`config.mk`:
```
export PLATFORM = sky130hd
export DESIGN_NAME = packed_lane_mac_flat
export DESIGN_NICKNAME = d
export VERILOG_FILES = /design/src/rtl/packed_lane_mac_if.sv /design/src/rtl/packed_lane_mac.sv /design/src/flat_wrapper.sv
export SDC_FILE = /design/constraint.sdc
export NUM_CORES = 1
export LEC_CHECK = 0
export CAP_MARGIN = 10
export CORE_AREA = 2 2 130 183
export DETAILED_ROUTE_END_ITERATION = 8
export DIE_AREA = 0 0 132 185
export PLACE_DENSITY = 0.59
export RECOVER_POWER = 100
export SLEW_MARGIN = 0
export SYNTH_ARGS = -nofsm -noshare
export SYNTH_HDL_FRONTEND = slang
export SYNTH_SLANG_ARGS = --single-unit
```
`constraint.sdc`:
```
create_clock -name ACLK -period 3.3 [get_ports ACLK]
set_input_delay 0.66 -clock ACLK [delete_from_list [all_inputs] [get_ports ACLK]]
set_output_delay 0.66 -clock ACLK [all_outputs]
set_load 0.01 [all_outputs]
```
`src/rtl/packed_lane_mac_if.sv`:
```
// Operand stream (SD) and result stream (MO) bundle for packed_lane_mac.
// The DUT connects through the slave modport; the operand/result side uses master.
interface packed_lane_mac_if #(
  parameter int unsigned C_DATA_WIDTH = 2,
  parameter int unsigned C_LANES      = 4
);
  localparam int unsigned TDATA_W = 2 * C_DATA_WIDTH * C_LANES;

  logic               SD_AXIS_TREADY;
  logic [TDATA_W-1:0] SD_AXIS_TDATA;
  logic               SD_AXIS_TLAST;
  logic               SD_AXIS_TVALID;
  logic [31:0]        SD_AXIS_TUSER;

  logic               MO_AXIS_TVALID;
  logic [31:0]        MO_AXIS_TDATA;
  logic               MO_AXIS_TLAST;
  logic               MO_AXIS_TREADY;
  logic [7:0]         MO_AXIS_TID;
  logic               MO_AXIS_TUSER;

  modport slave (
    input  SD_AXIS_TDATA, SD_AXIS_TLAST, SD_AXIS_TVALID, SD_AXIS_TUSER, MO_AXIS_TREADY,
    output SD_AXIS_TREADY, MO_AXIS_TVALID, MO_AXIS_TDATA, MO_AXIS_TLAST, MO_AXIS_TID,
           MO_AXIS_TUSER
  );

  modport master (
    output SD_AXIS_TDATA, SD_AXIS_TLAST, SD_AXIS_TVALID, SD_AXIS_TUSER, MO_AXIS_TREADY,
    input  SD_AXIS_TREADY, MO_AXIS_TVALID, MO_AXIS_TDATA, MO_AXIS_TLAST, MO_AXIS_TID,
           MO_AXIS_TUSER
  );
endinterface

```
`src/rtl/packed_lane_mac.sv`:
```
// Multi-lane signed MAC: per-packet bias plus sum of lane products, one result per packet.
// Pipeline: lane products -> lane sum -> accumulator -> output register.
module packed_lane_mac #(
  parameter int unsigned C_DATA_WIDTH = 2,
  parameter int unsigned C_LANES      = 4,
  parameter int unsigned C_ACC_WIDTH  = 32,
  parameter int unsigned C_SATURATE   = 0
) (
  input  logic              ACLK,
  input  logic              ARESETN,
  packed_lane_mac_if.slave  axis
);
  localparam int unsigned W  = C_DATA_WIDTH;
  localparam int unsigned PW = 2 * W;
  localparam int unsigned SW = PW + $clog2(C_LANES);
  localparam int unsigned BW = 2 * W * C_LANES;
  localparam int unsigned AW = C_ACC_WIDTH;

  typedef enum logic {ST_BIAS, ST_ACCUM} state_t;

  state_t state, state_nxt;
  logic   en, accept, is_bias;

  logic signed [W-1:0]  lane_a [C_LANES];
  logic signed [W-1:0]  lane_b [C_LANES];
  logic signed [PW-1:0] prod   [C_LANES];
  logic signed [BW-1:0] bias_raw;
  logic signed [AW-1:0] bias_in;

  logic                 s1_valid, s1_bias_flag, s1_last;
  logic [7:0]           s1_tag;
  logic signed [PW-1:0] s1_prod [C_LANES];
  logic signed [AW-1:0] s1_bias;

  logic signed [SW-1:0] lane_sum;
  logic                 s2_valid, s2_bias_flag, s2_last;
  logic [7:0]           s2_tag;
  logic signed [SW-1:0] s2_sum;
  logic signed [AW-1:0] s2_bias;

  logic signed [AW-1:0] sum_ext;
  logic        [AW:0]   add_full;
  logic                 add_ovf;
  logic signed [AW-1:0] acc_nxt;
  logic signed [AW-1:0] acc;
  logic [7:0]           acc_tag;
  logic                 ovf_flag, s3_emit;

  logic                 out_valid, out_user;
  logic [31:0]          out_data;
  logic [7:0]           out_tid;
  logic                 unused_tuser;

  assign unused_tuser = ^axis.SD_AXIS_TUSER[31:8];

  // Everything freezes while a result is waiting on a stalled consumer.
  assign en                  = !(out_valid && !axis.MO_AXIS_TREADY);
  assign axis.SD_AXIS_TREADY = en && ARESETN;
  assign accept              = axis.SD_AXIS_TVALID && axis.SD_AXIS_TREADY;

  always_ff @(posedge ACLK) begin
    if (!ARESETN) state <= ST_BIAS;
    else          state <= state_nxt;
  end

  always_comb begin
    state_nxt = state;
    is_bias   = (state == ST_BIAS);
    if (accept) begin
      case (state)
        ST_BIAS:  state_nxt = axis.SD_AXIS_TLAST ? ST_BIAS : ST_ACCUM;
        ST_ACCUM: state_nxt = axis.SD_AXIS_TLAST ? ST_BIAS : ST_ACCUM;
        default:  state_nxt = ST_BIAS;
      endcase
    end
  end

  always_comb begin
    for (int unsigned i = 0; i < C_LANES; i++) begin
      lane_a[i] = axis.SD_AXIS_TDATA[(2*i+1)*W +: W];
      lane_b[i] = axis.SD_AXIS_TDATA[(2*i)*W +: W];
      prod[i]   = PW'(lane_a[i]) * PW'(lane_b[i]);
    end
    bias_raw = axis.SD_AXIS_TDATA;
    bias_in  = AW'(bias_raw);
  end

  always_ff @(posedge ACLK) begin
    if (!ARESETN) begin
      s1_valid     <= 1'b0;
      s1_bias_flag <= 1'b0;
      s1_last      <= 1'b0;
      s1_tag       <= '0;
      s1_bias      <= '0;
      for (int unsigned i = 0; i < C_LANES; i++) s1_prod[i] <= '0;
    end else if (en) begin
      s1_valid <= accept;
      if (accept) begin
        s1_bias_flag <= is_bias;
        s1_last      <= axis.SD_AXIS_TLAST;
        s1_tag       <= axis.SD_AXIS_TUSER[7:0];
        s1_bias      <= bias_in;
        for (int unsigned i = 0; i < C_LANES; i++) s1_prod[i] <= prod[i];
      end
    end
  end

  always_comb begin
    lane_sum = '0;
    for (int unsigned i = 0; i < C_LANES; i++) lane_sum = lane_sum + SW'(s1_prod[i]);
  end

  always_ff @(posedge ACLK) begin
    if (!ARESETN) begin
      s2_valid     <= 1'b0;
      s2_bias_flag <= 1'b0;
      s2_last      <= 1'b0;
      s2_tag       <= '0;
      s2_sum       <= '0;
      s2_bias      <= '0;
    end else if (en) begin
      s2_valid <= s1_valid;
      if (s1_valid) begin
        s2_bias_flag <= s1_bias_flag;
        s2_last      <= s1_last;
        s2_tag       <= s1_tag;
        s2_sum       <= lane_sum;
        s2_bias      <= s1_bias;
      end
    end
  end

  // One guard bit on the add exposes both overflow and the true sign for clamping.
  always_comb begin
    sum_ext  = AW'(s2_sum);
    add_full = {acc[AW-1], acc} + {sum_ext[AW-1], sum_ext};
    add_ovf  = add_full[AW] != add_full[AW-1];
    acc_nxt  = add_full[AW-1:0];
    if (add_ovf && (C_SATURATE != 0))
      acc_nxt = add_full[AW] ? {1'b1, {(AW-1){1'b0}}} : {1'b0, {(AW-1){1'b1}}};
  end

  always_ff @(posedge ACLK) begin
    if (!ARESETN) begin
      acc      <= '0;
      acc_tag  <= '0;
      ovf_flag <= 1'b0;
      s3_emit  <= 1'b0;
    end else if (en) begin
      s3_emit <= s2_valid && s2_last;
      if (s2_valid) begin
        if (s2_bias_flag) begin
          acc      <= s2_bias;
          acc_tag  <= s2_tag;
          ovf_flag <= 1'b0;
        end else begin
          acc      <= acc_nxt;
          ovf_flag <= ovf_flag | add_ovf;
        end
      end
    end
  end

  // The next packet's bias may overwrite acc on the same edge this captures the old value.
  always_ff @(posedge ACLK) begin
    if (!ARESETN) begin
      out_valid <= 1'b0;
      out_data  <= '0;
      out_tid   <= '0;
      out_user  <= 1'b0;
    end else if (en) begin
      if (s3_emit) begin
        out_valid <= 1'b1;
        out_data  <= 32'(acc);
        out_tid   <= acc_tag;
        out_user  <= ovf_flag;
      end else begin
        out_valid <= 1'b0;
        out_data  <= '0;
        out_tid   <= '0;
        out_user  <= 1'b0;
      end
    end
  end

  assign axis.MO_AXIS_TVALID = out_valid;
  assign axis.MO_AXIS_TDATA  = out_data;
  assign axis.MO_AXIS_TLAST  = out_valid;
  assign axis.MO_AXIS_TID    = out_tid;
  assign axis.MO_AXIS_TUSER  = out_user;
endmodule
```
`src/flat_wrapper.sv`:
```
// flat-port wrapper written by rule: the top's interface ports become plain ports
module packed_lane_mac_flat 
#(
  parameter int unsigned C_DATA_WIDTH = 2,
  parameter int unsigned C_LANES      = 4,
  parameter int unsigned C_ACC_WIDTH  = 32,
  parameter int unsigned C_SATURATE   = 0
)
  (ACLK, ARESETN, axis_SD_AXIS_TDATA, axis_SD_AXIS_TLAST, axis_SD_AXIS_TVALID, axis_SD_AXIS_TUSER, axis_MO_AXIS_TREADY, axis_SD_AXIS_TREADY, axis_MO_AXIS_TVALID, axis_MO_AXIS_TDATA, axis_MO_AXIS_TLAST, axis_MO_AXIS_TID, axis_MO_AXIS_TUSER);
  packed_lane_mac_if #(.C_DATA_WIDTH(C_DATA_WIDTH), .C_LANES(C_LANES)) axis_i ();
  input  logic ACLK;
  input  logic ARESETN;
  input wire logic [$bits(axis_i.SD_AXIS_TDATA)-1:0] axis_SD_AXIS_TDATA;
  input wire logic [$bits(axis_i.SD_AXIS_TLAST)-1:0] axis_SD_AXIS_TLAST;
  input wire logic [$bits(axis_i.SD_AXIS_TVALID)-1:0] axis_SD_AXIS_TVALID;
  input wire logic [$bits(axis_i.SD_AXIS_TUSER)-1:0] axis_SD_AXIS_TUSER;
  input wire logic [$bits(axis_i.MO_AXIS_TREADY)-1:0] axis_MO_AXIS_TREADY;
  output wire logic [$bits(axis_i.SD_AXIS_TREADY)-1:0] axis_SD_AXIS_TREADY;
  output wire logic [$bits(axis_i.MO_AXIS_TVALID)-1:0] axis_MO_AXIS_TVALID;
  output wire logic [$bits(axis_i.MO_AXIS_TDATA)-1:0] axis_MO_AXIS_TDATA;
  output wire logic [$bits(axis_i.MO_AXIS_TLAST)-1:0] axis_MO_AXIS_TLAST;
  output wire logic [$bits(axis_i.MO_AXIS_TID)-1:0] axis_MO_AXIS_TID;
  output wire logic [$bits(axis_i.MO_AXIS_TUSER)-1:0] axis_MO_AXIS_TUSER;
  assign axis_i.SD_AXIS_TDATA = axis_SD_AXIS_TDATA;
  assign axis_i.SD_AXIS_TLAST = axis_SD_AXIS_TLAST;
  assign axis_i.SD_AXIS_TVALID = axis_SD_AXIS_TVALID;
  assign axis_i.SD_AXIS_TUSER = axis_SD_AXIS_TUSER;
  assign axis_i.MO_AXIS_TREADY = axis_MO_AXIS_TREADY;
  assign axis_SD_AXIS_TREADY = axis_i.SD_AXIS_TREADY;
  assign axis_MO_AXIS_TVALID = axis_i.MO_AXIS_TVALID;
  assign axis_MO_AXIS_TDATA = axis_i.MO_AXIS_TDATA;
  assign axis_MO_AXIS_TLAST = axis_i.MO_AXIS_TLAST;
  assign axis_MO_AXIS_TID = axis_i.MO_AXIS_TID;
  assign axis_MO_AXIS_TUSER = axis_i.MO_AXIS_TUSER;
  packed_lane_mac #(.C_DATA_WIDTH(C_DATA_WIDTH), .C_LANES(C_LANES), .C_ACC_WIDTH(C_ACC_WIDTH), .C_SATURATE(C_SATURATE)) u_core (.ACLK(ACLK), .ARESETN(ARESETN), .axis(axis_i));
endmodule
```
* After elaboration in Yosys (flattened, before gate mapping)
Memory sizes are Yosys's and may differ from the RTL's.
Cells that the tools add are included.
** Word-level totals
- Output and inout port bits :: 44
- Memories :: 1
- Register bits after elaboration :: 145
- Bits in writable memories :: 16
** Operators by class
- $mul :: 4
- Equal/unequal tests :: 1
- $add $sub $neg :: 4
- Reduce and logical (&&, ||, !) cells :: 10
- Multiplexer cells :: 16
- Bitwise operators :: 7
** Memory list
- u_core.s1_prod :: depth 4, width 4, read ports 4, clocked after Yosys merged registers in 0, write ports 4, RTL line packed_lane_mac.sv:32 : logic signed [PW-1:0] s1_prod [C_LANES];
** Operators by type and width (number)
- two-way mux 32 bit :: 2
- adder 32 x 6 -> 33 bit :: 1
- multiplier 2 x 2 -> 4 bit :: 4
- two-way mux 4 bit :: 4
- two-way mux 1 bit :: 9
- two-way mux 8 bit :: 1
- adder 5 x 4 -> 6 bit :: 1
- adder 6 x 4 -> 6 bit :: 1
- AND reduction 2 bit :: 3
- adder 4 x 4 -> 5 bit :: 1
- bitwise OR 1 bit :: 5
- logical AND 1 bit :: 4
- AND reduction 3 bit :: 1
- zero test 1 bit :: 2
- inverter 1 bit :: 2
- inequality test 1 bit :: 1

* Longest topological paths before layout
- Depth after elaboration :: 10
- Gate-level depth with buffers :: 12

* Least setup slack after synthesis
No wires, ideal clock.
- Kind :: register to register
- Start :: reg u_core.s2_sum[5]
- End :: reg u_core.acc[30]
- Setup time :: 0.125 ns
- Cell stages (with the launch flop) :: 11
- Clock period less this slack :: 2.771 ns
- Slack :: 0.529 ns
- Arrival time :: 2.647 ns
- Path through :: dfxtp_1 -> ha_1 -> a211oi_2 -> o21ai_1 -> o221a_2 -> o21ai_0 -> nand3_1 -> a22oi_1 -> a21oi_1 -> xor2_1 -> o2bb2ai_1
** On the way
- Word-level cells in the longest chain between the ends :: 2
** RTL lines
- start: declaration :: RTL line packed_lane_mac.sv:38 : logic signed [SW-1:0] s2_sum;
- start signal: assignment :: RTL line packed_lane_mac.sv:127 : s2_sum <= lane_sum;
- adder 32 x 6 -> 33 bit :: RTL line packed_lane_mac.sv:136 : add_full = {acc[AW-1], acc} + {sum_ext[AW-1], sum_ext};
- two-way mux 32 bit :: RTL line packed_lane_mac.sv:152 : if (s2_bias_flag) begin
- end signal: assignment :: RTL line packed_lane_mac.sv:153 : acc <= s2_bias;
- end signal: assignment :: RTL line packed_lane_mac.sv:157 : acc <= acc_nxt;
- end: declaration :: RTL line packed_lane_mac.sv:45 : logic signed [AW-1:0] acc;
No other way between the ends.
A chain may end at the register's enable or synchronous reset.

* Worst setup path in the final report
- Start :: reg u_core.acc[0]
- End :: reg u_core.acc[30]
** On the way
- Word-level cells in the longest chain between the ends :: 2
** RTL lines (RTL line)
- adder 32 x 6 -> 33 bit :: packed_lane_mac.sv:136
- two-way mux 32 bit :: packed_lane_mac.sv:152
No other way between the ends.

==> summary.txt <==
Outcome
  – Status: finished, final reports clean

STA
  – Final min period: between 2000 and 3000 ps
  – Worst-Margin Slew: 1160 ps
  – Fin crit share: 0.890
  – Skew final: around 6.7 ps
  – Peak Freq: 340 MHz
  – RSZ-0062 raised after global routing: false
  – Worst slew margin: 0.226
  – Final Max Slew Viols: 0
  – Hold Violations, Final: 0
  – Setup WS post-layout: 363 ps
  – Sum Neg Setup Slack: 0 ps
  – Final setup vio count: 0

Synthesis
  – Post-synth ARST share: 0
  – Synth Warn #: 0
  – Cell variety after synth: 58
  – Syn_nets: ~970
  – Leading area contributor after synthesis: dfxtp_1
  – EDFF count, synth: 16
  – Gate Count Post-Synth: between 800 and 900
  – Synth top area cells: dfxtp_1 37%, nand2_1 7.8%, ha_1 7.1%, edfxtp_1 6.1%, a22o_1 4.5%
  – Avg Cell Area, Syn: 9.24 µm²
  – Seq/Total Area, Yosys: 0.428
  – Synth Register Bits: 161
  – Cell Area, Synth: approximately 8000 µm²
  – Share of Yosys cell area claimed by the top area cell type: 0.368
  – Post-synth top flop: dfxtp_1

Cells and area
  – Multi-input logic area: 4210 µm²
  – Antenna cell count: 0
  – Share of cells above drive strength 1: 0.0562
  – Nets@finish: 1025
  – Area grow syn2layout: 19.6%
  – Finished Layout Cells: 1232
  – Fill cell count: 2323
  – FF+latch area: roughly 3400 µm²

Route
  – DR WL/cell: 14.2 µm
  – Vias after detailed routing: between 6000 and 7000
  – Detailed-route DRC error count: 0
  – DR pass1 iterations: 5
  – Drt initial violations: 311
  – Vias per cell: around 4.9
  – Routed Antenna Nets: 0
  – Routed wire length: 17500 µm

GRT
  – Grt ovf: 0
  – Antenna violations before repair: 0
  – First-pass GRT wire length: 28700 µm
  – Pin count of the biggest net entering global routing: 54
  – Tot GR Track Use: 0.145
  – Vias in the first global route: approximately 5800

CTS
  – CTS max path bufs: 2
  – H-tree level count: 4
  – Number of gates resized after cts: 0
  – Clock slew seen by the registers of the worst setup and hold paths: 60 ps
  – Clock root cell: clkbuf_16
  – Post-CTS Hold Buffers: 0
  – Setup Buffers After CTS: 0
  – Clock Sinks: between 150 and 200
  – Worst skew pair latency: 430 ps
  – CTS tree: built
  – Num CTS Buffers: 17

Worst setup path
  – Crit-path most repeated cell: a21oi_1
  – Crit path buf inv count: 1
  – Crit Path Category: flip-flop to flip-flop
  – Worst Setup End Kind: flip-flop
  – CP max FO: 4
  – Req. time, crit path: around 3700 ps
  – Slowest stage delay, CP: 390 ps
  – CP startpoint kind: flip-flop
  – Max stage delay cell, worst path: fa_1
  – Largest delay share family, worst path: compound AO/OA/AOI/OAI gates
  – Crit path arrival time: 3290 ps
  – CP Cell Sequence: ha_1, inv_1, fa_1, nor2b_1, o2111ai_1, a21oi_1, o21ai_0, nand3_1, a22oi_1, a21oi_1, xor2_1, o2bb2ai_1

Run
  – Max Cap Violations: 0

Die
  – IO Pins: 97
  – Row cnt: 66
  – Initial Util: 0.345
  – Die Ht: 185 µm
  – Die X: 132 µm
  – Die area: 24400 µm²
  – Core Box Area: 22900 µm²

Power
  – Worst ir drop on vdd: 0.000365 V
  – Leak pwr: 4.12 nW
  – PwrDens: 511 nW/µm²
  – Pwr Total: a little under 5 mW

Min path
  – Hold Path Class: flip-flop to flip-flop

Placed design
  – Routability cong.: 0.863
  – Detailed Place HPWL: 12600 µm
  – Placed cell count: 1200
  – Port Buffers: 72
  – Place WS: 440 ps
-- worst register-to-register path, delay by kind of cell (launching register included) --
family                     cells  cell delay [ps]
buffers and inverters          1               60
DFF                            1              380
AOI/OAI and AO/OA              6             1210
adders and majority gates      2              580
xor gates and xnor gates       1              180
and+or+nand+nor                2              450
-- metal layers --
metal  wire length [µm]  part of all wire  vias up  GRT usage
li1                   -                 -     3145          -
met1               8150              0.47     2823      0.182
met2               8440              0.48       89      0.249
met3                605             0.035       18     0.0326
met4                261             0.015        0     0.0435
met5                  0                 0        -          0
-- Yosys cell counts, types with 16 or more instances --
| cell type | instances |
|---|---|
| and2_1 | 23 |
| edfxtp_1 | 16 |
| a21o_1 | 24 |
| o21ai_0 | 63 |
| ha_1 | 45 |
| inv_1 | 19 |
| a21oi_1 | 40 |
| nor2_1 | 16 |
| nand2_1 | 165 |
| dfxtp_1 | 145 |
| o211a_1 | 17 |
| a21boi_0 | 43 |
| a22o_1 | 41 |
| clkbuf_1 | 46 |
-- flip-flops by register name, summed over array words and instances, names as in the netlist --
register                   flops
u_core.s2_last                 1
u_core.s2_valid                1
u_core.axis.MO_AXIS_TLAST      1
u_core.state                   1
u_core.s1_last                 1
u_core.s1_prod                16
u_core.axis.MO_AXIS_TUSER      1
u_core.s1_valid                1
u_core.s1_bias_flag            1
u_core.s1_bias                16
u_core.s2_bias_flag            1
u_core.acc_tag                 8
u_core.s2_sum                  6
u_core.s1_tag                  8
u_core.ovf_flag                1
u_core.s2_tag                  8
u_core.s3_emit                 1
u_core.acc                    32
u_core.s2_bias                16
u_core.axis.MO_AXIS_TDATA     32
u_core.axis.MO_AXIS_TID        8
-- final timing paths --
check	endpoint	start	depth (start not counted)	slack (ps)
setup / recovery	u_core.acc[30]	u_core.acc[0]	12	360
hold / removal	u_core.s1_valid	u_core.s1_valid	2	450
setup reg to reg	u_core.acc[30]	u_core.acc[0]	12	360
hold reg to reg	u_core.s1_valid	u_core.s1_valid	2	450
-- cell type report --
cell class              instances  area share
flip-flops and latches        161       0.358
clock buffers                  22      0.0502
inverters                      19     0.00755
well taps                     306      0.0405
repair buffers                 91      0.0870
multi-input cells             623       0.446
clock inverters                10      0.0106
-- kinds of logic after synthesis --
family | after synthesis | share of synthesized area
simple gates | 249 | 0.140
xor+xnor | 28 | 0.0311
compound gates | 281 | 0.251
fa+ha+maj | 59 | 0.107
buf+inv | 71 | 0.0344
mux | 6 | 0.00824
flops | 161 | 0.428
-- placed cells by master (no fill, tap or decap), drive strengths merged, types with 17 or more instances in the layout --
cell type and n:
nand2 165, dfxtp 145, o21ai 67, ha 45, dlygate4sd3 45, a21boi 43
a22o 41, a21oi 41, clkbuf 32, clkdlybuf4s50 26, a21o 24, inv 23
and2 23, o211a 17
-- metrics by stage --
step	hold slack, ps	util	area, µm²
global route	470	0.413	9450
detailed placement	445	0.391	8940
finish	450	0.413	9450
floorplan	431	-	7900
global placement	444	0.391	8940
CTS	455	0.416	9510
-- power breakdown --
part	switching, mW	internal, mW	total (mW)
Clock	0.812	1.11	1.92
Combinational	0.432	0.351	0.784
Sequential	0.0562	2.07	2.12
Total	1.30	3.52	4.83
(Power assumes the default switching activity.)
